`src/rtl/bitstream_byte_feeder_pkg.sv`:
```
// Shared types and constants for the arithmetic-decoder byte feeder.
// Holds the FSM encoding and the byte-alignment helper used by the top level.
package bitstream_byte_feeder_pkg;

    localparam int BYTE_W     = 8;
    localparam int INIT_BYTES = 3;
    localparam int RB_W       = 4;
    localparam int SHIFT_W    = 15;

    typedef enum logic [1:0] {
        ST_IDLE = 2'd0,
        ST_INIT = 2'd1,
        ST_RUN  = 2'd2
    } state_t;

    function automatic logic [SHIFT_W-1:0] align_byte(input logic [BYTE_W-1:0] b,
                                                      input logic [2:0]        sh);
        return {7'd0, b} << sh;
    endfunction

endpackage

```
`src/rtl/bitstream_byte_feeder_if.sv`:
```
// Byte-stream handshake between the memory interface / decoder and the feeder.
interface bitstream_byte_feeder_if;
    import bitstream_byte_feeder_pkg::*;

    logic [BYTE_W-1:0]  in_byte;
    logic               in_valid;
    logic               in_ready;
    logic               request_byte;
    logic [RB_W-1:0]    bitsNeededRB;
    logic               byte_valid;
    logic [SHIFT_W-1:0] byte_shifted;
    logic               stall;

    modport master (
        output in_byte, in_valid, request_byte, bitsNeededRB,
        input  in_ready, byte_valid, byte_shifted, stall
    );

    modport slave (
        input  in_byte, in_valid, request_byte, bitsNeededRB,
        output in_ready, byte_valid, byte_shifted, stall
    );

endinterface

```
`src/rtl/bitstream_byte_feeder_byte_fifo.sv`:
```
// Show-ahead byte FIFO: head is always the oldest entry, pop only advances the read pointer.
module bitstream_byte_feeder_byte_fifo
    import bitstream_byte_feeder_pkg::*;
#(
    parameter int DEPTH = 4,
    parameter int CNT_W = 3
) (
    input  logic              clk,
    input  logic              rst,
    input  logic              flush,
    input  logic              push,
    input  logic              pop,
    input  logic [BYTE_W-1:0] din,
    output logic [BYTE_W-1:0] head,
    output logic [CNT_W-1:0]  count
);

    localparam int PTR_W = $clog2(DEPTH);

    logic [BYTE_W-1:0] mem_r [DEPTH];
    logic [PTR_W-1:0]  wr_ptr_r;
    logic [PTR_W-1:0]  rd_ptr_r;
    logic [CNT_W-1:0]  count_r;
    logic              push_ok_s;
    logic              pop_ok_s;

    // A full FIFO still takes a push when the head leaves on the same edge.
    assign pop_ok_s  = pop && (count_r != {CNT_W{1'b0}});
    assign push_ok_s = push && ((count_r < CNT_W'(DEPTH)) || pop_ok_s);

    // Storage, pointers and occupancy.
    always_ff @(posedge clk or posedge rst) begin
        if (rst) begin
            wr_ptr_r <= {PTR_W{1'b0}};
            rd_ptr_r <= {PTR_W{1'b0}};
            count_r  <= {CNT_W{1'b0}};
            for (int i = 0; i < DEPTH; i++) begin
                mem_r[i] <= {BYTE_W{1'b0}};
            end
        end else if (flush) begin
            wr_ptr_r <= {PTR_W{1'b0}};
            rd_ptr_r <= {PTR_W{1'b0}};
            count_r  <= {CNT_W{1'b0}};
        end else begin
            if (push_ok_s) begin
                mem_r[wr_ptr_r] <= din;
                wr_ptr_r        <= wr_ptr_r + PTR_W'(1);
            end
            if (pop_ok_s) begin
                rd_ptr_r <= rd_ptr_r + PTR_W'(1);
            end
            count_r <= count_r + CNT_W'(push_ok_s) - CNT_W'(pop_ok_s);
        end
    end

    assign head  = mem_r[rd_ptr_r];
    assign count = count_r;

endmodule

```
`src/rtl/mux2to1.sv`:
```
// Generic two-input selector; picks b when sel is high, a otherwise.
module mux2to1 #(
    parameter int W = 8
) (
    input  logic [W-1:0] a,
    input  logic [W-1:0] b,
    input  logic         sel,
    output logic [W-1:0] y
);

    assign y = sel ? b : a;

endmodule

```
`src/rtl/bitstream_byte_feeder.sv`:
```
// Byte source for the arithmetic decoder: assembles the 24-bit initial m_value at slice
// start, then serves FIFO bytes pre-shifted by bitsNeededRB with zero latency.
module bitstream_byte_feeder
    import bitstream_byte_feeder_pkg::*;
#(
    parameter int DEPTH = 4,
    parameter int CNT_W = 3
) (
    input  logic                   clk,
    input  logic                   rst,
    input  logic                   start,
    bitstream_byte_feeder_if.slave bus,
    output logic [23:0]            init_value,
    output logic                   init_done,
    output logic [CNT_W-1:0]       fifo_count,
    output logic                   proto_err
);

    state_t             state_r;
    state_t             state_nxt_s;
    logic [1:0]         init_cnt_r;
    logic [15:0]        init_sr_r;
    logic [23:0]        init_value_r;
    logic               init_done_r;
    logic               proto_err_r;
    logic               in_ready_s;
    logic               accept_s;
    logic               push_s;
    logic               pop_s;
    logic               run_s;
    logic [BYTE_W-1:0]  head_s;
    logic [CNT_W-1:0]   count_s;
    logic [SHIFT_W-1:0] aligned_s;

    assign run_s    = (state_r == ST_RUN);
    // A negative shift (bit 3 set) is a protocol error and never consumes a byte.
    assign pop_s    = run_s && bus.request_byte && (count_s != {CNT_W{1'b0}})
                      && !bus.bitsNeededRB[3];
    assign accept_s = bus.in_valid && in_ready_s;
    assign push_s   = accept_s && run_s;

    // Input-side readiness per state; start blocks acceptance on its own cycle.
    always_comb begin
        in_ready_s = 1'b0;
        case (state_r)
            ST_IDLE: in_ready_s = 1'b0;
            ST_INIT: in_ready_s = 1'b1;
            ST_RUN:  in_ready_s = (count_s < CNT_W'(DEPTH)) || pop_s;
            default: in_ready_s = 1'b0;
        endcase
        if (start) begin
            in_ready_s = 1'b0;
        end else begin
            in_ready_s = in_ready_s;
        end
    end

    // Next-state logic.
    always_comb begin
        state_nxt_s = state_r;
        case (state_r)
            ST_IDLE: state_nxt_s = ST_IDLE;
            ST_INIT: begin
                if (accept_s && (init_cnt_r == 2'(INIT_BYTES - 1))) begin
                    state_nxt_s = ST_RUN;
                end else begin
                    state_nxt_s = ST_INIT;
                end
            end
            ST_RUN:  state_nxt_s = ST_RUN;
            default: state_nxt_s = ST_IDLE;
        endcase
        if (start) begin
            state_nxt_s = ST_INIT;
        end else begin
            state_nxt_s = state_nxt_s;
        end
    end

    // State register.
    always_ff @(posedge clk or posedge rst) begin
        if (rst) begin
            state_r <= ST_IDLE;
        end else begin
            state_r <= state_nxt_s;
        end
    end

    // Initial m_value assembly; the last value is held until the next slice overwrites it.
    always_ff @(posedge clk or posedge rst) begin
        if (rst) begin
            init_cnt_r   <= 2'd0;
            init_sr_r    <= 16'd0;
            init_value_r <= 24'd0;
            init_done_r  <= 1'b0;
        end else if (start) begin
            init_cnt_r  <= 2'd0;
            init_done_r <= 1'b0;
        end else begin
            init_done_r <= 1'b0;
            if ((state_r == ST_INIT) && accept_s) begin
                if (init_cnt_r == 2'(INIT_BYTES - 1)) begin
                    init_value_r <= {init_sr_r, bus.in_byte};
                    init_done_r  <= 1'b1;
                    init_cnt_r   <= 2'd0;
                end else begin
                    init_sr_r  <= {init_sr_r[7:0], bus.in_byte};
                    init_cnt_r <= init_cnt_r + 2'd1;
                end
            end
        end
    end

    // Sticky protocol error, cleared only by rst.
    always_ff @(posedge clk or posedge rst) begin
        if (rst) begin
            proto_err_r <= 1'b0;
        end else if (bus.request_byte && (!run_s || bus.bitsNeededRB[3])) begin
            proto_err_r <= 1'b1;
        end else begin
            proto_err_r <= proto_err_r;
        end
    end

    bitstream_byte_feeder_byte_fifo #(
        .DEPTH (DEPTH),
        .CNT_W (CNT_W)
    ) u_fifo (
        .clk   (clk),
        .rst   (rst),
        .flush (start),
        .push  (push_s),
        .pop   (pop_s),
        .din   (bus.in_byte),
        .head  (head_s),
        .count (count_s)
    );

    assign aligned_s = align_byte(head_s, bus.bitsNeededRB[2:0]);

    mux2to1 #(
        .W (SHIFT_W)
    ) u_zero_mux (
        .a   ({SHIFT_W{1'b0}}),
        .b   (aligned_s),
        .sel (pop_s),
        .y   (bus.byte_shifted)
    );

    assign bus.in_ready   = in_ready_s;
    assign bus.byte_valid = pop_s;
    assign bus.stall      = run_s && bus.request_byte && (count_s == {CNT_W{1'b0}});
    assign init_value     = init_value_r;
    assign init_done      = init_done_r;
    assign fifo_count     = count_s;
    assign proto_err      = proto_err_r;

endmodule

```
`src/flat_wrapper.sv`:
```
// flat-port wrapper written by rule: the top's interface ports become plain ports
module bitstream_byte_feeder_flat import bitstream_byte_feeder_pkg::*;
#(
    parameter int DEPTH = 4,
    parameter int CNT_W = 3
)
  (clk, rst, start, init_value, init_done, fifo_count, proto_err, bus_in_byte, bus_in_valid, bus_request_byte, bus_bitsNeededRB, bus_in_ready, bus_byte_valid, bus_byte_shifted, bus_stall);
  bitstream_byte_feeder_if bus_i ();
  input  logic clk;
  input  logic rst;
  input  logic start;
  output logic [23:0] init_value;
  output logic init_done;
  output logic [CNT_W-1:0] fifo_count;
  output logic proto_err;
  input wire logic [$bits(bus_i.in_byte)-1:0] bus_in_byte;
  input wire logic [$bits(bus_i.in_valid)-1:0] bus_in_valid;
  input wire logic [$bits(bus_i.request_byte)-1:0] bus_request_byte;
  input wire logic [$bits(bus_i.bitsNeededRB)-1:0] bus_bitsNeededRB;
  output wire logic [$bits(bus_i.in_ready)-1:0] bus_in_ready;
  output wire logic [$bits(bus_i.byte_valid)-1:0] bus_byte_valid;
  output wire logic [$bits(bus_i.byte_shifted)-1:0] bus_byte_shifted;
  output wire logic [$bits(bus_i.stall)-1:0] bus_stall;
  assign bus_i.in_byte = bus_in_byte;
  assign bus_i.in_valid = bus_in_valid;
  assign bus_i.request_byte = bus_request_byte;
  assign bus_i.bitsNeededRB = bus_bitsNeededRB;
  assign bus_in_ready = bus_i.in_ready;
  assign bus_byte_valid = bus_i.byte_valid;
  assign bus_byte_shifted = bus_i.byte_shifted;
  assign bus_stall = bus_i.stall;
  bitstream_byte_feeder #(.DEPTH(DEPTH), .CNT_W(CNT_W)) u_core (.clk(clk), .rst(rst), .start(start), .bus(bus_i), .init_value(init_value), .init_done(init_done), .fifo_count(fifo_count), .proto_err(proto_err));
endmodule
```
`config.mk`:
```
export PLATFORM = sky130hd
export DESIGN_NAME = bitstream_byte_feeder_flat
export DESIGN_NICKNAME = d
export VERILOG_FILES = /design/src/rtl/bitstream_byte_feeder_pkg.sv /design/src/rtl/bitstream_byte_feeder_if.sv /design/src/rtl/bitstream_byte_feeder_byte_fifo.sv /design/src/rtl/mux2to1.sv /design/src/rtl/bitstream_byte_feeder.sv /design/src/flat_wrapper.sv
export SDC_FILE = /design/constraint.sdc
export NUM_CORES = 1
export LEC_CHECK = 0
export ABC_AREA = 1
export CAP_MARGIN = 30
export CORE_UTILIZATION = 40
export CTS_BUF_LIST = sky130_fd_sc_hd__clkbuf_16
export DETAILED_ROUTE_END_ITERATION = 10
export PLACE_DENSITY = 0.67
export SLEW_MARGIN = 20
export SYNTH_ARGS = -nofsm -noshare
export SYNTH_HDL_FRONTEND = slang
export SYNTH_SLANG_ARGS = --single-unit
```
`constraint.sdc`:
```
create_clock -name clk -period 7 [get_ports clk]
set_clock_uncertainty 0.2 [all_clocks]
set_input_delay 1.05 -clock clk [delete_from_list [all_inputs] [get_ports clk]]
set_output_delay 1.05 -clock clk [all_outputs]
set_load 0.03 [all_outputs]
```
==> results of run 1 <==
[worst max-delay path: stages]
cell and delay (ns):
clkdlybuf4s50_1 0.74, clkinv_1 0.34, nand3_1 0.20, nand3_1 0.09, nand2_1 0.08, clkdlybuf4s50_1 0.67
[layout by cell type (no fill, tap or decap), types with 4 or more instances in the layout]
cell and n:
nand3_1 58, clkdlybuf4s50_1 63, nor2_1 27, ha_1 8, o21ai_1 12, nand2_4 4
inv_1 33, nand2_1 209, nor2_4 7, dfrtp_1 85, a21oi_1 14, inv_2 7
clkbuf_16 9, o21ai_0 19
[flip-flops by register name, indices dropped and copies added, names as in the netlist]
signal / cells
u_core.u_fifo.wr_ptr_r: 2
u_core.init_done: 1
u_core.state_r: 2
u_core.init_sr_r: 16
u_core.proto_err: 1
u_core.u_fifo.count: 3
u_core.u_fifo.mem_r: 32
u_core.u_fifo.rd_ptr_r: 2
u_core.init_value: 24
u_core.init_cnt_r: 2
[cell usage after synthesis (all sizes together)]
cell type,number
nand4,3
a21boi,1
buf,11
a211oi,1
nor3,1
o21ai,31
clkbuf,2
nand2,214
nor2,36
fa,1
xor2,1
clkinv,1
dfrtp,85
ha,8
a21oi,14
nand3,60
inv,42
o21a,1
or2,2
[metrics by stage]
step,worst slack (ns),instance area (um^2),instances,hold slack [ns],utilization [%]
finish,2.57,5200,716,0.273,52.5
global route,2.34,5200,716,0.283,52.5
CTS,2.59,5200,716,0.273,52.5
detailed placement,2.60,4910,700,0.258,49.5
global placement,2.67,4880,699,0.252,49.3
floorplan,3.51,4140,515,0.242,-
[cells by family after synthesis]
group / count (synthesis) / synth area share [%]
compound gates: 48 / 5.99
fa+ha+maj: 9 / 2.90
flops: 85 / 51.4
buf+inv: 56 / 5.53
simple gates: 316 / 34.0
xor+xnor: 1 / 0.212
[power by group through the flow]
stage / Combinational [W] / Sequential, W / Clock, W
after floorplan: 0.000126 / 0.000729 / 0
after global placement: 0.000362 / 0.000639 / 0
after detailed placement: 0.000372 / 0.000641 / 0
after CTS: 0.000375 / 0.000635 / 0.000476
after global routing: 0.000403 / 0.000644 / 0.000492
final: 0.000370 / 0.000634 / 0.000463
[per-layer routing]
metal  up-vias  wire (um)  global-route usage (%)  share of wire (%)
li1       1758          -                       -                  -
met1      1648       4510                    25.9                 46
met5         -          0                       0                  0
met2        94       4690                    31.1                 48
met4         0        129                    7.35                1.3
met3        10        513                    3.96                5.2
[path summary, 6_finish.rpt]
path	start	endpoint	slack, ns	cells after the start
setup / recovery	bus_bitsNeededRB[1]	bus_byte_shifted[9]	2.57	6
hold reg to reg	u_core.proto_err	u_core.proto_err	0.27	1
min in group asynchronous	rst	u_core.init_value[21]	0.95	3
setup reg to reg	u_core.state_r[0]	u_core.u_fifo.count[2]	4.28	12
max in group asynchronous	rst	u_core.u_fifo.mem_r[4]	5.04	4
hold / removal	u_core.proto_err	u_core.proto_err	0.27	1
[cell type report]
cell class                      count  area, um^2
Timing Repair Buffer               65         666
Tap cell                          133         166
Fill cell                         933        4710
Sequential cell                    85        2130
Inverter                           43         168
Clock buffer                        9         225
Multi-Input combinational cell    374        1780
Clock inverter                      7        66.3
==> impl_metrics.toml, run 1 <==
[run_status]
status = "finished, final reports clean"

[synthesis]
synth.top_cell.area_share_pct = 51.4
syn_nets = 541
syn_avg_cell_area_um2 = 8.03
synth_warnings = 0
ys_types = 31
ys_ff_latch = 85
synthTopCellsByArea = "dfrtp_1, nand2_1, nand3_1, inv_1, nor2_1"
syn-cell-area_um2 = 4140
ys_seq_area_share_pct = 51.4
syn_inst = 515
yosysTopAreaCell = "dfrtp_1"

[critical_path]
cp-end-kind = "output pin"
worstPathMaxFanout = 13
startpoint_type = "input port"
cp.required_ns = 5.75
crit_type = "input port to output pin"
cp.arrival_ns = 3.18

[sta]
fmax_ghz = 0.226
hold_violations = 0
slew_headroom_pct = 48.8
slew_violations = 0
setup_viol = 0
rsz0062_at_grt = "no"
fin_crit_sh_pct = 63.3
finalCriticalPeriod_ns = 4.43
tns_ns = 0
worstMarginPinSlew_ns = 0.766

[detailed_routing]
vias_per_cell = 4.90
vias = 3510
drt-total-wl_um = 9840
postRouteAntennaNets = 0
drt-pass1-iter-count = 5
drtIter0Drc = 201
wl_per_cell_um = 13.7
drc = 0

[power]
switching_share_pct = 31.6
finalPower_w = 0.00147
power_density_nw_per_um2 = 282
p_comb_share_pct = 25.2
ir_worst_vdd_uv = 203
switchingPower_w = 0.000463
p_seq_share_pct = 43.2
p_int_w = 0.00100
p_leak_nw = 2.59
clock_power_share_pct = 31.6

[grt]
grt_pass1_vias = 3445
grt-ovfl-total = 0
grt_pass1_wl_um = 16800
antenna_found_initial = 0
grt_usage_pct = 19.4
grt_max_degree = 50

[placement]
gp_congestion = 0.876
port-buffer-count = 63
hpwl_um = 6890

[cts]
ctsHoldBuffers = 0
cts_buffers = 9
cts_tree = "yes"
clkSinkCount = 85
root_buffer = "clkbuf_16"
clock_latency_ns = 0.33
max-clock-path-buffers = 2
cts_setup_buffers = 0
cts-resized-gates = 0
h-tree-depth = 3
clk_pin_slew_ns = 0.06

[worst_hold_path]
worst_hold_path_type = "flip-flop to flip-flop"

[floorplan]
core-area_um2 = 9910
fp.dieArea_um2 = 10800
die_x_um = 104
die_h_um = 104
ioPinCount = 64
start_util_pct = 41.8
num_rows = 36

[cells_and_area]
n_antenna_cell = 0
drive_gt1_share_pct = 7.72
nets = 604
area_growth_pct = 25.7

[job]
maxCapViolations = 0
No activity file was read; power rests on OpenSTA's default activity.
==> inputs of run 2 (changes only) <==
--- a/config.mk
+++ b/config.mk
@@ -10,7 +10,7 @@
 export CORE_UTILIZATION = 40
 export CTS_BUF_LIST = sky130_fd_sc_hd__clkbuf_16
 export DETAILED_ROUTE_END_ITERATION = 10
-export PLACE_DENSITY = 0.67
+export PLACE_DENSITY = 0.7
 export SLEW_MARGIN = 20
 export SYNTH_ARGS = -nofsm -noshare
 export SYNTH_HDL_FRONTEND = slang
==> constraint.sdc (replaced) <==
create_clock -name clk -period 3.6 [get_ports clk]
set_clock_uncertainty 0.2 [all_clocks]
set_input_delay 0.54 -clock clk [delete_from_list [all_inputs] [get_ports clk]]
set_output_delay 0.54 -clock clk [all_outputs]
set_load 0.03 [all_outputs]
==> impl_metrics.toml, run 2 (same netlist as run 1, synthesis figures left out) <==
[floorplan]
ioPinCount = 64
start_util_pct = 41.8
num_rows = 36
die_h_um = 104
fp.dieArea_um2 = 10800
core-area_um2 = 9910
die_x_um = 104

[cts]
max-clock-path-buffers = 2
clk_pin_slew_ns = 0.06
cts-resized-gates = 0
cts_tree = "yes"
h-tree-depth = 3
clkSinkCount = 85
ctsHoldBuffers = 0
root_buffer = "clkbuf_16"
cts_buffers = 9
clock_latency_ns = 0.33
cts_setup_buffers = 0

[detailed_routing]
postRouteAntennaNets = 0
vias = 3519
drt-pass1-iter-count = 4
vias_per_cell = 4.87
drt-total-wl_um = 9800
drtIter0Drc = 217
wl_per_cell_um = 13.6
drc = 0

[critical_path]
cp.required_ns = 2.86
worstPathMaxFanout = 7
cp.arrival_ns = 2.61
setup.reg_to_reg.worst_slack_ns = 1.08
cp-end-kind = "output pin"
startpoint_type = "input port"
crit_type = "input port to output pin"

[grt]
antenna_found_initial = 0
grt_usage_pct = 19.2
grt_pass1_vias = 3386
grt-ovfl-total = 0
grt_max_degree = 51
grt_pass1_wl_um = 16700

[sta]
worstMarginPinSlew_ns = 0.605
rsz0062_at_grt = "no"
setup_viol = 0
fin_crit_sh_pct = 93.2
worst_hold_slack_ns = 0.222
slew_headroom_pct = 59.7
finalCriticalPeriod_ns = 3.35
hold_violations = 0
slew_violations = 0
tns_ns = 0
fmax_ghz = 0.298

[placement]
postPlaceCellArea_um2 = 4930
port-buffer-count = 63
hpwl_um = 6900
gp_congestion = 0.869

[cells_and_area]
n_antenna_cell = 0
nets = 611
fillCellCount = 954
post-route-util_pct = 53.4
largest_register_ffs = 32
largest-register = "u_core.u_fifo.mem_r"
area_growth_pct = 27.9
drive_gt1_share_pct = 8.98
design_area_um2 = 5290
layout_common_cells = "nand2_1, dfrtp_1, clkdlybuf4s50_1"
final_common_cell = "nand2_1"

[worst_hold_path]
worst_hold_path_type = "input port to asynchronous set/reset pin"

[run_status]
status = "finished, final reports clean"

[power]
power_density_nw_per_um2 = 567
ir_worst_vdd_uv = 519
p_leak_nw = 2.65
finalPower_w = 0.00300

[job]
maxCapViolations = 0
-- run 2: cell type report --
class	count	area (um^2)	share of cell area [%]
sequential	85	2130	40.2
multi-input combinational	374	1780	33.7
timing repair buffer	72	711	13.4
clock buffer	9	225	4.25
inverter	43	168	3.17
tap	133	166	3.14
clock inverter	7	115	2.17
-- run 2: path summary, 6_finish.rpt --
kind | startpoint | end | cells after the start
max in group asynchronous | rst | u_core.init_value[17] | 4
min in group clk | u_core.proto_err | u_core.proto_err | 1
worst min register to register | u_core.proto_err | u_core.proto_err | 1
worst max-delay path | bus_request_byte | bus_byte_shifted[10] | 9
worst min-delay path | rst | u_core.u_fifo.count[2] | 2
worst max register to register | u_core.state_r[0] | u_core.u_fifo.count[2] | 12
-- run 2: per-stage QoR --
stage	instances	worst slack, ns
6_report	723	0.246
5_1_grt	723	0.0735
4_1_cts	722	0.247
3_5_place_dp	706	0.240
3_3_place_gp	706	0.307
2_1_floorplan	515	0.667
-- run 2: report_power, final --
group | total [W] | leakage (nW) | switching, W | internal, W
logic | 0.000719 | 1.36 | 0.000437 | 0.000282
clock network | 0.00104 | 0.167 | 0.000369 | 0.000675
registers | 0.00124 | 1.12 | 0.000101 | 0.00114
total | 0.00300 | 2.65 | 0.000908 | 0.00210
-- run 2: critical path, stage by stage --
cell and delay, ns:
clkdlybuf4s50_1 0.52, nand3_2 0.13, inv_2 0.07, nand2_2 0.13, nor2_4 0.20, inv_2 0.08
or2_0 0.22, nand2_1 0.07, clkdlybuf4s50_1 0.66
-- run 2: per-layer routing --
metal,part of all wire [%],up-vias,global-route usage (%)
met3,5.5,7,3.15
met5,0,-,0
li1,-,1769,-
met1,45,1642,25.7
met2,49,101,31.3
met4,0.84,0,7.24
==> inputs of run 3 (changes only) <==
--- a/config.mk
+++ b/config.mk
@@ -10,7 +10,7 @@
 export CORE_UTILIZATION = 40
 export CTS_BUF_LIST = sky130_fd_sc_hd__clkbuf_16
 export DETAILED_ROUTE_END_ITERATION = 10
-export PLACE_DENSITY = 0.7
+export PLACE_DENSITY_LB_ADDON = 0.08
 export SLEW_MARGIN = 20
 export SYNTH_ARGS = -nofsm -noshare
 export SYNTH_HDL_FRONTEND = slang
==> impl_metrics.toml, run 3 (same netlist as run 1, synthesis figures left out) <==
[detailed_routing]
drt-pass1-iter-count = 6
vias = 3520
drtIter0Drc = 210
drt-total-wl_um = 10100
drc = 0
postRouteAntennaNets = 0
vias_per_cell = 4.88
wl_per_cell_um = 14.1

[sta]
worstMarginPinSlew_ns = 0.673
fin_crit_sh_pct = 92.7
hold_violations = 0
slew_violations = 0
fmax_ghz = 0.300
finalCriticalPeriod_ns = 3.34
setup_viol = 0
tns_ns = 0
rsz0062_at_grt = "no"
worst_hold_slack_ns = 0.269
slew_headroom_pct = 55.1

[cells_and_area]
fillCellCount = 991
area_growth_pct = 26.0
layout_common_cells = "nand2_1, dfrtp_1, clkdlybuf4s50_1"
final_common_cell = "nand2_1"
nets = 609
n_antenna_cell = 0
largest-register = "u_core.u_fifo.mem_r"
drive_gt1_share_pct = 8.50
largest_register_ffs = 32

[floorplan]
ioPinCount = 64
start_util_pct = 41.8
num_rows = 36
fp.dieArea_um2 = 10800
core-area_um2 = 9910
die_h_um = 104
die_x_um = 104

[critical_path]
worstPathMaxFanout = 19
cp_slowest_cell = "clkdlybuf4s50_1"
cp.arrival_ns = 2.60
crit_top_cell = "nand2_1"
cp-startpoint = "u_core.u_fifo.rd_ptr_r[0]"
max_stage_delay_ns = 0.65
cp-end-kind = "output pin"
startpoint_type = "flip-flop"
path_cells = "inv_4 -> nand2_1 -> nand3_1 -> nand4_1 -> or2_0 -> nand2_1 -> clkdlybuf4s50_1"
crit_type = "flip-flop to output pin"
cp.required_ns = 2.86
r2r_start = "u_core.state_r[0]"

[grt]
grt_pass1_vias = 3519
grt_usage_pct = 20.4
antenna_found_initial = 0
grt_pass1_wl_um = 17400
grt-ovfl-total = 0
grt_max_degree = 50

[cts]
cts_buffers = 9
clock_latency_ns = 0.33
cts_tree = "yes"
clkSinkCount = 85
h-tree-depth = 3
max-clock-path-buffers = 2
clk_pin_slew_ns = 0.06
root_buffer = "clkbuf_16"
ctsHoldBuffers = 0
cts_setup_buffers = 0
cts-resized-gates = 0

[power]
finalPower_w = 0.00281
p_leak_nw = 2.61
ir_worst_vdd_uv = 376
power_density_nw_per_um2 = 539

[job]
maxCapViolations = 0

[placement]
hpwl_um = 7210
port-buffer-count = 63
gp_congestion = 0.875

[worst_hold_path]
worst_hold_path_type = "flip-flop to flip-flop"
min_from = "u_core.proto_err"

[run_status]
status = "finished, final reports clean"
[run 3: cell types whose count changed in the layout (fill, tap and decap cells not counted), sizes merged]
cell | previous run | this run
bufinv | 3 | 0
inv | 42 | 45
buf | 9 | 7
clkinv | 4 | 3
clkinvlp | 1 | 2
[run 3: metrics by stage]
step           worst slack, ns  utilization, %  std cells  instance area (um^2)
2_1_floorplan            0.667               -        515                  4140
3_3_place_gp             0.303            49.8        705                  4940
3_5_place_dp             0.278            49.8        705                  4940
4_1_cts                  0.273            52.6        721                  5210
5_1_grt                  0.137            52.6        721                  5210
6_report                 0.263            52.6        721                  5210
[run 3: path summary, 6_finish.rpt]
path | endpoint | slack (ns) | depth (start not counted)
hold reg to reg | u_core.proto_err | 0.27 | 1
min in group asynchronous | u_core.u_fifo.count[1] | 0.41 | 2
setup / recovery | bus_byte_shifted[10] | 0.26 | 7
max in group asynchronous | u_core.init_value[2] | 2.11 | 3
setup reg to reg | u_core.u_fifo.count[2] | 1.10 | 12
hold / removal | u_core.proto_err | 0.27 | 1
[run 3: layout make-up]
| type | count | area (um^2) | area share, % |
|---|---|---|---|
| flip-flops and latches | 85 | 2130 | 40.8 |
| well taps | 133 | 166 | 3.19 |
| multi-input cells | 374 | 1780 | 34.2 |
| clock buffers | 9 | 225 | 4.32 |
| clock inverters | 7 | 48.8 | 0.936 |
| inverters | 43 | 168 | 3.22 |
| repair buffers | 70 | 696 | 13.3 |
[run 3: report_power, final]
group	total, W	leakage, nW	switching, W	internal [W]
Combinational	0.000713	1.35	0.000433	0.000280
Clock	0.000864	0.132	0.000394	0.000470
Sequential	0.00123	1.12	0.0000954	0.00114
Total	0.00281	2.61	0.000923	0.00189
[run 3: per-layer routing]
metal  vias up  GRT usage, %  wire (um)
li1       1764             -          -
met1      1644          27.7       4860
met2        95          32.5       4620
met3        17          4.09        455
met4         0          7.04        199
met5         -             0          0
[run 3: critical path, delay by kind of cell (launching register included)]
family | cells | cell delay (ns)
AND/OR/NAND/NOR | 5 | 0.71
buffers and inverters | 2 | 0.94
flip-flops | 1 | 0.62
